`config.mk`:
```
export PLATFORM = sky130hd
export DESIGN_NAME = mem_port_ctrl
export DESIGN_NICKNAME = d
export VERILOG_FILES = /design/src/rtl/mem_port_ctrl_pkg.sv /design/src/rtl/mem_port_timeout.sv /design/src/rtl/mem_port_ctrl.sv
export SDC_FILE = /design/constraint.sdc
export NUM_CORES = 1
export LEC_CHECK = 0
export BUFFER_PORTS_ARGS = -buffer_cell sky130_fd_sc_hd__buf_2
export CORE_ASPECT_RATIO = 1.5
export CORE_MARGIN = 2
export CORE_UTILIZATION = 45
export DETAILED_ROUTE_END_ITERATION = 8
export PLACE_DENSITY_LB_ADDON = 0.1
export REMOVE_ABC_BUFFERS = 1
export SLEW_MARGIN = 25
export SYNTH_ARGS = -nofsm -noshare
export SYNTH_HDL_FRONTEND = slang
export SYNTH_SLANG_ARGS = --single-unit
```
`constraint.sdc`:
```
create_clock -name clk -period 1.8 [get_ports clk]
set_clock_uncertainty 0.05 [all_clocks]
set_input_delay 0.18 -clock clk [delete_from_list [all_inputs] [get_ports clk]]
set_output_delay 0.18 -clock clk [all_outputs]
set_load 0.1 [all_outputs]
```
`src/rtl/mem_port_ctrl_pkg.sv`:
```
// Shared definitions for the RV32I memory-port controller: bus widths, stall
// bit positions and vectors, and FSM state encodings.
package mem_port_ctrl_pkg;

    localparam int InstAddrBus = 32;
    localparam int RegBus      = 32;

    localparam int STALL_W   = 6;
    localparam int STALL_PC  = 0;
    localparam int STALL_IF  = 1;
    localparam int STALL_ID  = 2;
    localparam int STALL_EX  = 3;
    localparam int STALL_MEM = 4;
    localparam int STALL_WB  = 5;

    localparam logic [STALL_W-1:0] STALL_NONE  = '0;
    localparam logic [STALL_W-1:0] STALL_FETCH = STALL_W'((1 << STALL_PC) | (1 << STALL_IF));
    localparam logic [STALL_W-1:0] STALL_LOAD_USE =
        STALL_W'((1 << STALL_PC) | (1 << STALL_IF) | (1 << STALL_ID));
    localparam logic [STALL_W-1:0] STALL_LS =
        STALL_W'((1 << STALL_PC) | (1 << STALL_IF) | (1 << STALL_ID) | (1 << STALL_EX) | (1 << STALL_MEM));

    localparam logic [1:0] ST_IDLE    = 2'd0;
    localparam logic [1:0] ST_IF_BUSY = 2'd1;
    localparam logic [1:0] ST_LS_BUSY = 2'd2;

    // An outstanding load/store freezes everything up to MEM; a pending fetch
    // only holds pc/IF so ID receives a bubble.
    function automatic logic [STALL_W-1:0] stall_vec(input logic ls_out,
                                                     input logic id_stall,
                                                     input logic if_out);
        if (ls_out)
            return STALL_LS;
        else if (id_stall)
            return STALL_LOAD_USE;
        else if (if_out)
            return STALL_FETCH;
        else
            return STALL_NONE;
    endfunction

endpackage

```
`src/rtl/mem_port_timeout.sv`:
```
// Bus-wait watchdog: down-counter loaded on grant, expires on its last busy cycle.
// Only instantiated when MEM_PORT_TIMEOUT_EN is defined.
module mem_port_timeout #(
    parameter int unsigned TIMEOUT_CYCLES = 64
) (
    input  logic clk,
    input  logic rst_n,
    input  logic start,
    input  logic run,
    output logic expire
);

    localparam int CNT_W = $clog2(TIMEOUT_CYCLES + 1);
    localparam logic [CNT_W-1:0] CNT_LOAD = CNT_W'(TIMEOUT_CYCLES);
    localparam logic [CNT_W-1:0] CNT_ONE  = CNT_W'(1);

    logic [CNT_W-1:0] cnt;

    always_ff @(posedge clk or negedge rst_n) begin
        if (!rst_n)
            cnt <= '0;
        else if (start)
            cnt <= CNT_LOAD;
        else if (run && (cnt != '0))
            cnt <= cnt - CNT_ONE;
    end

    // Terminal count of one marks the TIMEOUT_CYCLES-th busy cycle.
    assign expire = run && (cnt == CNT_ONE);

endmodule

```
`src/rtl/mem_port_ctrl.sv`:
```
// Unified-bus arbiter between IF and MEM with req/ack sequencing and stall merge.
// Optional bus-wait timeout is compiled in with MEM_PORT_TIMEOUT_EN.
//
// state      | meaning
// IDLE       | bus free; grant LS first, else IF
// IF_BUSY    | fetch on the bus, waiting for bus_ack
// LS_BUSY    | load/store on the bus, waiting for bus_ack
module mem_port_ctrl
    import mem_port_ctrl_pkg::*;
#(
    parameter int unsigned TIMEOUT_CYCLES = 64
) (
    input  logic                   clk,
    input  logic                   rst_n,
    input  logic                   if_req,
    input  logic [InstAddrBus-1:0] if_addr,
    output logic                   if_ack,
    output logic [RegBus-1:0]      if_rdata,
    input  logic                   ls_req,
    input  logic                   ls_we,
    input  logic [3:0]             ls_sel,
    input  logic [RegBus-1:0]      ls_addr,
    input  logic [RegBus-1:0]      ls_wdata,
    output logic                   ls_ack,
    output logic [RegBus-1:0]      ls_rdata,
    output logic                   bus_req,
    output logic                   bus_we,
    output logic [3:0]             bus_sel,
    output logic [RegBus-1:0]      bus_addr,
    output logic [RegBus-1:0]      bus_wdata,
    input  logic [RegBus-1:0]      bus_rdata,
    input  logic                   bus_ack,
    input  logic                   stallreq_id,
    input  logic                   br,
    output logic [STALL_W-1:0]     stall,
    output logic                   bus_err
);

    logic [1:0] state;
    logic [1:0] state_nxt;
    logic       kill;
    logic       busy;
    logic       grant_ls;
    logic       grant_if;
    logic       done;
    logic       expire;

    // A requester whose ack is pulsing this cycle is still holding req; it
    // must not be granted again.
    always_comb begin
        busy      = (state == ST_IF_BUSY) || (state == ST_LS_BUSY);
        grant_ls  = (state == ST_IDLE) && ls_req && !ls_ack;
        grant_if  = (state == ST_IDLE) && !grant_ls && if_req && !if_ack;
        done      = busy && (bus_ack || expire);
        state_nxt = state;
        case (state)
            ST_IDLE: begin
                if (grant_ls)
                    state_nxt = ST_LS_BUSY;
                else if (grant_if)
                    state_nxt = ST_IF_BUSY;
            end
            ST_IF_BUSY, ST_LS_BUSY: begin
                if (done)
                    state_nxt = ST_IDLE;
            end
            default: state_nxt = ST_IDLE;
        endcase
    end

    assign bus_req = busy;

    always_ff @(posedge clk or negedge rst_n) begin
        if (!rst_n) begin
            state     <= ST_IDLE;
            kill      <= 1'b0;
            if_ack    <= 1'b0;
            ls_ack    <= 1'b0;
            if_rdata  <= '0;
            ls_rdata  <= '0;
            bus_we    <= 1'b0;
            bus_sel   <= '0;
            bus_addr  <= '0;
            bus_wdata <= '0;
        end else begin
            state  <= state_nxt;
            if_ack <= 1'b0;
            ls_ack <= 1'b0;

            if (grant_ls) begin
                bus_we    <= ls_we;
                bus_sel   <= ls_sel;
                bus_addr  <= ls_addr;
                bus_wdata <= ls_wdata;
            end else if (grant_if) begin
                bus_we    <= 1'b0;
                bus_sel   <= 4'b1111;
                bus_addr  <= if_addr;
                bus_wdata <= '0;
            end

            if (done && (state == ST_LS_BUSY)) begin
                ls_ack   <= 1'b1;
                ls_rdata <= bus_ack ? bus_rdata : '0;
            end

            // A branch in the completion cycle also makes the fetch stale.
            if (done && (state == ST_IF_BUSY)) begin
                if_ack   <= !(kill || br);
                if_rdata <= bus_ack ? bus_rdata : '0;
                kill     <= 1'b0;
            end else if (br && ((state == ST_IF_BUSY) || grant_if)) begin
                kill <= 1'b1;
            end
        end
    end

    always_comb begin
        stall = STALL_NONE;
        if (rst_n)
            stall = stall_vec(ls_req && !ls_ack, stallreq_id, if_req && !if_ack);
    end

`ifdef MEM_PORT_TIMEOUT_EN
    mem_port_timeout #(
        .TIMEOUT_CYCLES (TIMEOUT_CYCLES)
    ) u_timeout (
        .clk    (clk),
        .rst_n  (rst_n),
        .start  (grant_ls || grant_if),
        .run    (busy),
        .expire (expire)
    );

    always_ff @(posedge clk or negedge rst_n) begin
        if (!rst_n)
            bus_err <= 1'b0;
        else
            bus_err <= expire && !bus_ack;
    end
`else
    logic unused_timeout;

    assign expire         = 1'b0;
    assign bus_err        = 1'b0;
    assign unused_timeout = (TIMEOUT_CYCLES == 0);
`endif

endmodule

```
# --- Word level (Yosys, flattened, before mapping) ---
# Index checks and enable logic that the tools add are counted.
op_classes:
  eq_ne: 4
  mux: 21
  reduce_logical: 23
op_table:
  columns: ["op", "n"]
  rows:
  - ["two-way mux 32 bit", 5]
  - ["logical AND 1 bit", 11]
  - ["two-way mux 5 bit", 2]
  - ["two-way mux 2 bit", 4]
  - ["two-way mux 4 bit", 2]
  - ["two-way mux 1 bit", 6]
  - ["zero test 1 bit", 4]
  - ["case mux 2 bit (2 select lines)", 1]
  - ["nonzero test 2 bit", 2]
  - ["logical OR 1 bit", 3]
  - ["two-way mux 3 bit", 1]
  - ["!= test 3 bit (second input constant)", 1]
  - ["equality test 2 x 1 -> 1 bit (second input constant)", 1]
  - ["equality test 2 bit (second input constant)", 1]
  - ["zero test 2 bit", 1]
  - ["!= test 2 bit (second input constant)", 1]
  - ["AND reduction 2 bit", 1]
  - ["OR reduction 2 bit", 1]
word_totals:
  register_bits: 138
  inputBits: 140
  out_inout_bits: 143
  word_cells: 58

# --- Logic depth before layout (Yosys ltp) ---
# Gate-level depths: netlist of run 1.
logic_depth:
  word_depth: 11
  mapped_depth: 7
  ltp_nobuf: 5

# --- Worst setup path after synthesis of run 1 ---
# Ideal clock, no wire load.
synth_timing:
  path_kind: "register -> output"
  from: "register ls_ack"
  to: "output stall[1]"
  arrival_ps: 2355
  slack_ps: -785
  path_stages_with_launch: 4
  path_buffers: 1
  cell_sequence: "dfrtp_1 > nor2b_2 > o31a_1 > buf_4"
synth_between:
  elab_chain_cells: 4
synth_lines:
  columns: ["item", "line", "rtl"]
  rows:
  - ["start, declared", "mem_port_ctrl.sv:24", "output logic ls_ack,"]
  - ["start signal, assigned", "mem_port_ctrl.sv:78", "ls_ack <= 1'b0;"]
  - ["start signal, assigned", "mem_port_ctrl.sv:88", "ls_ack <= 1'b0;"]
  - ["start signal, assigned", "mem_port_ctrl.sv:103", "ls_ack <= 1'b1;"]
  - ["zero test 1 bit", "mem_port_ctrl.sv:121", "stall = stall_vec(ls_req && !ls_ack, stallreq_id, if_req && !if_ack);"]
  - ["logical AND 1 bit", "mem_port_ctrl.sv:121", null]
  - ["two-way mux 5 bit", "mem_port_ctrl_pkg.sv:32", "if (ls_out)"]
  - ["two-way mux 5 bit", "mem_port_ctrl.sv:120", "if (rst_n)"]
  - ["end, declared", "mem_port_ctrl.sv:35", "output logic [STALL_W-1:0] stall,"]
# No other way between the ends.

# --- Final worst setup path of run 1 ---
# Ends and elaborated chain as after synthesis.

==> out/metrics.csv, run 1 <==
metric;value;unit
nature of the critical path endpoint;output pin;
crit share post-route;97.2;%
Final #Nets;876;
Clock Pin Slew Worst Setup and Hold Paths;0.06;ns
worst path required time;1.57;ns
Crit path buffers/inverters;1;
unrepaired setup endpoints after global routing;true;
count of pins over their slew limit;0;
time the worst path needs with I/O delays and setup;1.75;ns
proportion of synthesized chip area in sequential cells;63.3;%
leftover overflow at the end of global routing;0;
MaxCap Viol Count;0;
Starting Density;45.9;%
antenna violations before repair;2;
post-synthesis register bit count;138;
total of warnings raised by yosys;0;
Post-synth top flop;dfrtp_1;
Rows;49;
count of unique library cells instantiated by Yosys;28;
number of cells in the design after placement;782;
via count;4515;
cell types with the highest counts after synthesis;dfrtp_1 (138), mux2_2 (64), a22o_1 (34), nand2b_1 (34), o221a_2 (30);
crit path kind;reg2out;
DRT Pass-1 Iters;4;
Slowest cell on crit path;dfrtp_1;
Final TNS setup;0;ns
# port buffers;280;
share of final-layout standard cells stronger than drive strength 1;56.6;%
number of violations reported at the end of detailed-routing iteration 0;208;
result of the run;finished, final reports clean;
total core area;11900;µm²
Final ANT Viol Nets;0;
kind of path behind the tightest hold check;in2reg;
Finish-stage setup viols;0;
post-DR wirelength/cell;17.3;µm
top cell family by delay on the critical path;flip-flops;
post-route core utilization;72.8;%
half-perimeter wire length after placement;10.6;mm
final wirelength;15.5;mm
area taken by flip-flops and latches;3450;µm²
multi-input logic area;1820;µm²
number of standard cells in the final layout excluding fillers;900;
pin count of the biggest net entering global routing;99;
height of the die;139;µm
area enclosed by the die boundary;13000;µm²
Clock H-tree levels;4;
number of enable-type register cells in the synthesized netlist;0;
hold violation total from the final report;0;
Worst-Skew Late Latency;0.40;ns
Via density;5.02;
gate count after technology mapping;364;
number of placed I/O pins;283;
critical path arrival;1.52;ns
Post-Synthesis Cell Area;5460;µm²
remaining routing DRC violations;0;
clock buffer depth;2;
clock tree from TritonCTS;built;
largest fanout on the critical path;5;
worst-margin pin slew;0.520;ns
relative slew slack;65.5;%
Worst path max stage delay;0.42;ns
async set or reset register ratio after synthesis;100;%
TritonCTS Buffers;17;
crit-path cells;nor2b_4 -> o31a_1 -> buf_12;
via count of the first global-routing pass;4976;
post-synthesis cell type with the largest combined area;dfrtp_1;
highest achievable clock rate;0.572;GHz
number of clock sinks;138;
cell with the most instances after synthesis;dfrtp_1;
routability cong.;0.830;
number of fillers in the final layout;850;
first-pass GRT wire length;24.9;mm
total track usage;24.5;%
P&R area growth vs syn;58.5;%
post-synth top area share;63.3;%
startpoint types;flip-flop;
cell area after placement;7140;µm²
CTS root buf;clkbuf_16;
largest cells by area after synthesis;dfrtp_1 (63%), mux2_2 (13%), o221a_2 (6.2%);
Avg Synthesized Cell Area;15.0;µm²
total non-filler cell area in the finished layout;8650;µm²
width of the chip;93.9;µm
[worst paths after layout]
check                      cells after the start   startpoint  slack [ns]           end
max                                            3       ls_ack        0.05      stall[1]
min                                            2  if_addr[27]        0.02  bus_addr[27]
max reg2reg                                    5     state[0]        0.14  ls_rdata[21]
min reg2reg                                    1         kill        0.41        if_ack
max in group asynchronous                      3        rst_n        0.92  ls_rdata[23]
min in group asynchronous                      3        rst_n        0.41  bus_wdata[6]
[placed cells by master (no fill, tap or decap)]
cell type,Yosys,final
nor2b_4,1,2
nand2b_1,34,34
nand2_1,6,6
o221a_1,2,2
o21ai_2,1,1
nand3_2,1,1
a22o_1,34,34
o221a_2,30,30
mux2_2,64,64
clkinv_4,0,3
buf_2,15,273
ha_1,3,3
clkinv_2,0,2
conb_1,1,2
bufinv_16,0,5
nand3_1,1,1
and3b_2,0,1
buf_6,5,1
clkbuf_1,2,1
inv_1,4,4
dfrtp_1,138,138
diode_2,0,2
clkbuf_16,0,17
o21a_1,2,2
dlygate4sd3_1,0,83
buf_4,5,6
o31a_1,1,1
a21oi_1,3,3
nor3_1,1,1
clkinvlp_4,0,1
mux2i_1,4,4
clkbuf_8,0,2
buf_12,0,13
o21ai_0,2,2
and2_1,1,1
nor2_1,1,1
[routing by layer]
layer | routed length [µm] | track usage (%) | vias to the layer above
li1 | - | - | 2076
met2 | 7810 | 41.4 | 212
met5 | 0 | 0 | -
met1 | 6030 | 28.7 | 2184
met4 | 548 | 10.7 | 0
met3 | 1140 | 7.28 | 43
[layout make-up]
class / instances / share of cell area, %
flip-flops and latches: 138 / 39.9
repair buffers: 376 / 29.0
multi-input cells: 196 / 21.1
clock buffers: 20 / 5.28
clock inverters: 11 / 2.24
well taps: 153 / 2.21
inverters: 4 / 0.174
diodes: 2 / 0.0578
[flip-flops by register name, indices dropped and copies added, names as in the netlist]
| register | cells |
|---|---|
| kill | 1 |
| if_ack | 1 |
| state | 2 |
| ls_rdata | 32 |
| ls_ack | 1 |
| if_rdata | 32 |
| bus_sel | 4 |
| bus_wdata | 32 |
| bus_we | 1 |
| bus_addr | 32 |
[cell families (layout without fill, tap and decap cells)]
| logic type | after synthesis | in the layout | synth area share, % |
|---|---|---|---|
| DFF | 138 | 138 | 63.3 |
| AOI/OAI and AO/OA | 75 | 75 | 13.1 |
| and+or+nand+nor | 48 | 48 | 5.43 |
| buffers and inverters | 31 | 411 | 3.51 |
| other | 1 | 4 | 0.0687 |
| adders and majority gates | 3 | 3 | 0.688 |
| muxes | 68 | 68 | 13.9 |
[metrics by stage]
step	hold WS (ns)	setup WS, ns
2_1_floorplan	-0.166	-1.22
3_3_place_gp	0.242	0.190
3_5_place_dp	0.246	0.126
4_1_cts	0.000710	0.0211
5_1_grt	0.00346	-0.0290
6_report	0.0160	0.0511
[timing repair]
action                                  4_1_cts  5_1_grt
hold endpoints to repair                    252        0
gates resized for setup                       2        0
hold buffers                                 83        0
setup buffers                                 0        2
endpoints found under the setup margin        5        4
gates cloned                                  0        0
pin swaps                                     1        1
Power of run 1 is left out: the tool's default activity adds up to more than one toggle a clock period on the data nets, which glitch-free logic cannot reach.
==> inputs of run 2 (changes only) <==
--- a/config.mk
+++ b/config.mk
@@ -7,7 +7,7 @@
 export LEC_CHECK = 0
 export BUFFER_PORTS_ARGS = -buffer_cell sky130_fd_sc_hd__buf_2
 export CORE_ASPECT_RATIO = 1.5
-export CORE_MARGIN = 2
+export CORE_MARGIN = 5
 export CORE_UTILIZATION = 45
 export DETAILED_ROUTE_END_ITERATION = 8
 export PLACE_DENSITY_LB_ADDON = 0.1
==> run 2 against run 1 <==
Effect of this change:
- sequential cell count stayed put
- count of clock-buffer cells in the layout is the same
- die area rose by 11%
- largest cell class unchanged
==> out/metrics.csv, run 2 (synthesis gave the netlist of run 1 again) <==
metric;value;unit;change
post-DR wirelength/cell;18.6;µm;was 17.3 µm
result of the run;finished, final reports clean;;unchanged
remaining routing DRC violations;0;;unchanged
worst path required time;1.57;ns;about the same
post-route core utilization;72.8;%;about the same
count of pins over their slew limit;0;;unchanged
highest achievable clock rate;0.580;GHz;was 0.572 GHz
Finish-stage setup viols;0;;unchanged
height of the die;145;µm;was 139 µm
# port buffers;280;;unchanged
Worst path max stage delay;0.41;ns;was 0.42 ns
number of placed I/O pins;283;;unchanged
P&R area growth vs syn;59.4;%;was 58.5%
Clock Pin Slew Worst Setup and Hold Paths;0.06;ns;about the same
final wirelength;16.9;mm;was 15.5 mm
top cell family by delay on the critical path;flip-flops;;unchanged
width of the chip;99.9;µm;was 93.9 µm
Final ANT Viol Nets;0;;unchanged
relative slew slack;60.0;%;was 65.5%
leading cell type in the layout, fill and taps excluded;buf_2;;unchanged
first-pass GRT wire length;26.4;mm;was 24.9 mm
Via density;5.07;;was 5.02
antenna violations before repair;1;;was 2
depth of the worst register-to-register path;6;;was 5
crit share post-route;95.8;%;was 97.2%
area enclosed by the die boundary;14500;µm²;was 13000 µm²
Crit path buffers/inverters;1;;unchanged
MaxCap Viol Count;0;;unchanged
kind of path behind the tightest hold check;in2reg;;unchanged
crit-path cells;nor2b_4 -> o31a_1 -> buf_12;;unchanged
CTS root buf;clkbuf_16;;unchanged
number of clock sinks;138;;unchanged
Slowest cell on crit path;dfrtp_1;;unchanged
share of final-layout standard cells stronger than drive strength 1;56.1;%;was 56.6%
time the worst path needs with I/O delays and setup;1.72;ns;was 1.75 ns
cell area after placement;7140;µm²;unchanged
largest fanout on the critical path;5;;unchanged
via count;4621;;was 4515
routability cong.;0.794;;was 0.830
TritonCTS Buffers;17;;unchanged
half-perimeter wire length after placement;11.5;mm;was 10.6 mm
Rows;49;;unchanged
worst-margin pin slew;0.601;ns;was 0.520 ns
Final #Nets;886;;was 876
total core area;12000;µm²;was 11900 µm²
Cells on Worst Hold Path;2;;unchanged
commonest cells after routing, fill and taps aside;buf_2 (273), dfrtp_1 (138), dlygate4sd3_1 (92);;was buf_2 (273), dfrtp_1 (138), dlygate4sd3_1 (83)
pin count of the biggest net entering global routing;113;;was 99
leftover overflow at the end of global routing;0;;unchanged
logic depth of the worst setup path including buffers;3;;unchanged
hold violation total from the final report;0;;unchanged
DRT Pass-1 Iters;5;;was 4
via count of the first global-routing pass;5072;;was 4976
startpoint types;flip-flop;;unchanged
crit path kind;reg2out;;unchanged
number of violations reported at the end of detailed-routing iteration 0;147;;was 208
Starting Density;45.7;%;was 45.9%
total track usage;23.4;%;was 24.5%
Clock H-tree levels;4;;unchanged
Worst-Skew Late Latency;0.40;ns;about the same
total non-filler cell area in the finished layout;8700;µm²;was 8650 µm²
critical path arrival;1.49;ns;was 1.52 ns
nature of the critical path endpoint;output pin;;unchanged
clock buffer depth;2;;unchanged
clock tree from TritonCTS;built;;unchanged
==> run 2: cell count changes in the layout (fill, tap and decap cells not counted), sizes merged <==
cell         previous run  this run
clkinvlp                1         4
clkinv                  5         3
inv                     4         7
dlygate4sd3            83        92
bufinv                  5         2
buf                   293       294
==> run 2: routing by layer <==
layer	vias up	wire length, µm	GRT usage [%]
met5	-	13	0
met4	2	538	12.1
met3	39	1350	6.33
met2	211	8870	40.6
met1	2270	6140	26.3
li1	2099	-	-
==> run 2: final timing paths <==
check                      startpoint          end  slack [ns]
max                            ls_ack     stall[1]        0.08
min                        if_addr[0]  bus_addr[0]        0.02
max in group asynchronous       rst_n  bus_addr[3]        0.84
min in group asynchronous       rst_n     state[0]        0.26
max reg2reg                  state[0]   bus_sel[2]        0.11
min reg2reg                      kill       if_ack        0.41
==> run 2: area by class of cell <==
cell class	count	area (µm²)
antenna	2	5.00
clock buffer	20	437
clock inverter	12	143
fill	845	3260
inverter	4	15.0
multi-input combinational	196	1830
sequential	138	3450
tap	153	191
timing repair buffer	386	2620
==> run 2: timing repair <==
| action | CTS | global route |
|---|---|---|
| setup endpoints to repair | 4 | 9 |
| pin swaps | 1 | 1 |
| gates resized for setup | 1 | 1 |
| hold endpoints to repair | 149 | 0 |
| hold buffers | 93 | 0 |
| buffers inserted | 0 | 3 |
| cloned | 0 | 0 |
==> run 2: worst reg2reg max path: stages (launching register included) <==
cell	delay (ns)
dfrtp_1	0.39
inv_1	0.10
ha_2	0.25
and3b_2	0.24
buf_12	0.24
mux2i_1	0.24
nand2_1	0.07
==> run 2: metrics by stage <==
stage | hold WS [ns] | instances | setup slack [ns] | TNS (ns)
after floorplan | -0.166 | 338 | -1.22 | -111.48
after global placement | 0.0290 | 781 | 0.146 | 0
after detailed placement | 0.0345 | 781 | 0.0809 | 0
after CTS | 0.000297 | 906 | 0.0132 | 0
after global routing | 0.0108 | 909 | -0.000454 | -0.000454
final | 0.0201 | 911 | 0.0760 | 0
Power of run 2 is left out for the same reason.
==> inputs of run 3 (changes only) <==
--- a/config.mk
+++ b/config.mk
@@ -10,9 +10,11 @@
 export CORE_MARGIN = 5
 export CORE_UTILIZATION = 45
 export DETAILED_ROUTE_END_ITERATION = 8
+export HOLD_SLACK_MARGIN = 0.15
 export PLACE_DENSITY_LB_ADDON = 0.1
 export REMOVE_ABC_BUFFERS = 1
 export SLEW_MARGIN = 25
 export SYNTH_ARGS = -nofsm -noshare
 export SYNTH_HDL_FRONTEND = slang
+export SYNTH_HIERARCHICAL = 1
 export SYNTH_SLANG_ARGS = --single-unit
==> run 3 against run 2 <==
Effect of this change:
- setup slack better by 0.0042 ns
- non-clock buffer count up 45
- critical endpoint unchanged
- synthesized area unchanged
- count of clock-buffer cells in the layout unchanged
- via count up 5.1%
- final cell count up 4.9%
- synthesized cell count unchanged
- critical path depth unchanged
- die area unchanged
- maximum frequency up 0.24%
- highest routed layer unchanged
- sequential share of layout area down 2.0 points
==> out/metrics.csv, run 3 <==
metric;value;unit;change
result of the run;finished, final reports clean;;unchanged
Final ANT Viol Nets;0;;unchanged
total of warnings raised by yosys;6;;was 0
Avg Synthesized Cell Area;15.0;µm²;unchanged
Final #Nets;931;;was 886
startpoint types;flip-flop;;unchanged
highest achievable clock rate;0.581;GHz;was 0.580 GHz
async set or reset register ratio after synthesis;100;%;unchanged
count of unique library cells instantiated by Yosys;28;;unchanged
share of final-layout standard cells stronger than drive strength 1;52.9;%;was 56.1%
critical path arrival;1.49;ns;about the same
worst path required time;1.57;ns;about the same
reg-to-reg critical path startpoint;state[0];;unchanged
clock buffer depth;2;;unchanged
remaining routing DRC violations;0;;unchanged
reg-to-reg critical path endpoint;bus_sel[2];;unchanged
crit share post-route;95.5;%;was 95.8%
R2R setup slack;0.13;ns;was 0.11 ns
Post-synth top flop;dfrtp_1;;unchanged
number of enable-type register cells in the synthesized netlist;0;;unchanged
total track usage;25.2;%;was 23.4%
post-synthesis register bit count;138;;unchanged
cell with the most instances after synthesis;dfrtp_1;;unchanged
leading cell type in the layout, fill and taps excluded;buf_2;;unchanged
Finish-stage setup viols;0;;unchanged
Via density;5.08;;was 5.07
via count of the first global-routing pass;5415;;was 5072
number of placed I/O pins;283;;unchanged
final wirelength;18.2;mm;was 16.9 mm
DRT Pass-1 Iters;4;;was 5
Clock Pin Slew Worst Setup and Hold Paths;0.06;ns;about the same
# port buffers;280;;unchanged
gate count after technology mapping;364;;unchanged
CP Launch Point;ls_ack;;unchanged
height of the die;145;µm;unchanged
post-synthesis cell type with the largest combined area;dfrtp_1;;unchanged
first-pass GRT wire length;28.2;mm;was 26.4 mm
crit path kind;reg2out;;unchanged
pin count of the biggest net entering global routing;113;;unchanged
leftover overflow at the end of global routing;0;;unchanged
worst-margin pin slew;0.585;ns;was 0.601 ns
nature of the critical path endpoint;output pin;;unchanged
commonest cells after routing, fill and taps aside;buf_2 (273), dfrtp_1 (138), dlygate4sd3_1 (137);;was buf_2 (273), dfrtp_1 (138), dlygate4sd3_1 (92)
total non-filler cell area in the finished layout;9150;µm²;was 8700 µm²
largest fanout on the critical path;5;;unchanged
number of violations reported at the end of detailed-routing iteration 0;166;;was 147
time the worst path needs with I/O delays and setup;1.72;ns;about the same
cell types with the highest counts after synthesis;dfrtp_1 (138), mux2_2 (64), a22o_1 (34), nand2b_1 (34), o221a_2 (30);;unchanged
antenna violations before repair;1;;unchanged
Clock H-tree levels;4;;unchanged
TritonCTS Buffers;17;;unchanged
MaxCap Viol Count;0;;unchanged
Worst-Skew Late Latency;0.40;ns;about the same
count of pins over their slew limit;0;;unchanged
proportion of synthesized chip area in sequential cells;63.3;%;unchanged
CTS root buf;clkbuf_16;;unchanged
half-perimeter wire length after placement;11.5;mm;unchanged
kind of path behind the tightest hold check;in2async;;was in2reg
depth of the worst register-to-register path;6;;unchanged
post-route core utilization;76.5;%;was 72.8%
P&R area growth vs syn;67.6;%;was 59.4%
relative slew slack;61.0;%;was 60.0%
Final TNS setup;0;ns;unchanged
width of the chip;99.9;µm;unchanged
cell area after placement;7140;µm²;unchanged
largest cells by area after synthesis;dfrtp_1 (63%), mux2_2 (13%), o221a_2 (6.2%);;unchanged
area enclosed by the die boundary;14500;µm²;unchanged
routability cong.;0.794;;unchanged
clock tree from TritonCTS;built;;unchanged
post-DR wirelength/cell;19.1;µm;was 18.6 µm
total core area;12000;µm²;unchanged
Starting Density;45.7;%;unchanged
hold violation total from the final report;0;;unchanged
number of clock sinks;138;;unchanged
post-synth top area share;63.3;%;unchanged
Rows;49;;unchanged
via count;4856;;was 4621
Post-Synthesis Cell Area;5460;µm²;unchanged
## run 3: timing repair
item,4_1_cts,5_1_grt
endpoints found under the setup margin,4,9
setup buffers,0,3
hold endpoints to repair,274,0
hold buffers,138,0
pin swaps,1,1
gates resized for setup,1,1
## run 3: worst max path at each step
stage / end / cells after the start
2_1_floorplan: ls_rdata[0] / 4
3_3_place_gp: bus_sel[2] / 6
3_5_place_dp: bus_sel[1] / 6
4_1_cts: stall[1] / 3
5_1_grt: stall[0] / 3
6_report: stall[1] / 3
## run 3: cell families (layout without fill, tap and decap cells)
| group | Yosys count | after routing | share of synthesized area [%] |
|---|---|---|---|
| buffers and inverters | 31 | 467 | 3.51 |
| other | 1 | 4 | 0.0687 |
| and+or+nand+nor | 48 | 48 | 5.43 |
| DFF | 138 | 138 | 63.3 |
| muxes | 68 | 68 | 13.9 |
| AOI/OAI and AO/OA | 75 | 75 | 13.1 |
| adders and majority gates | 3 | 3 | 0.688 |
## run 3: critical path, cell delays in order, from the launching register on
cell	delay [ns]
dfrtp_1	0.41
nor2b_4	0.18
o31a_1	0.28
buf_12	0.21
## run 3: final cells by class
class                           instances  area (µm²)
Multi-Input combinational cell        196        1830
Sequential cell                       138        3450
Fill cell                             767        2810
Clock inverter                         12         143
Clock buffer                           20         437
Inverter                                4        15.0
Antenna cell                            2        5.00
Timing Repair Buffer                  431        3070
Tap cell                              153         191
## run 3: per-layer routing
| metal | part of all wire [%] | vias up | track usage, % | routed length (µm) |
|---|---|---|---|---|
| li1 | - | 2190 | - | - |
| met1 | 36 | 2373 | 27.7 | 6490 |
| met2 | 52 | 241 | 43.1 | 9540 |
| met3 | 8.2 | 50 | 7.77 | 1490 |
| met4 | 3.8 | 2 | 14.2 | 701 |
| met5 | 0.071 | - | 0 | 13 |
## run 3: stage by stage
stage | hold WS, ns | worst slack (ns) | cells
final | 0.251 | 0.0802 | 956
after detailed placement | 0.0345 | 0.0809 | 781
after CTS | 0.161 | 0.0132 | 951
after global routing | 0.268 | -0.00177 | 954
after floorplan | -0.166 | -1.22 | 338
after global placement | 0.0290 | 0.146 | 781
Power of run 3 is left out for the same reason.
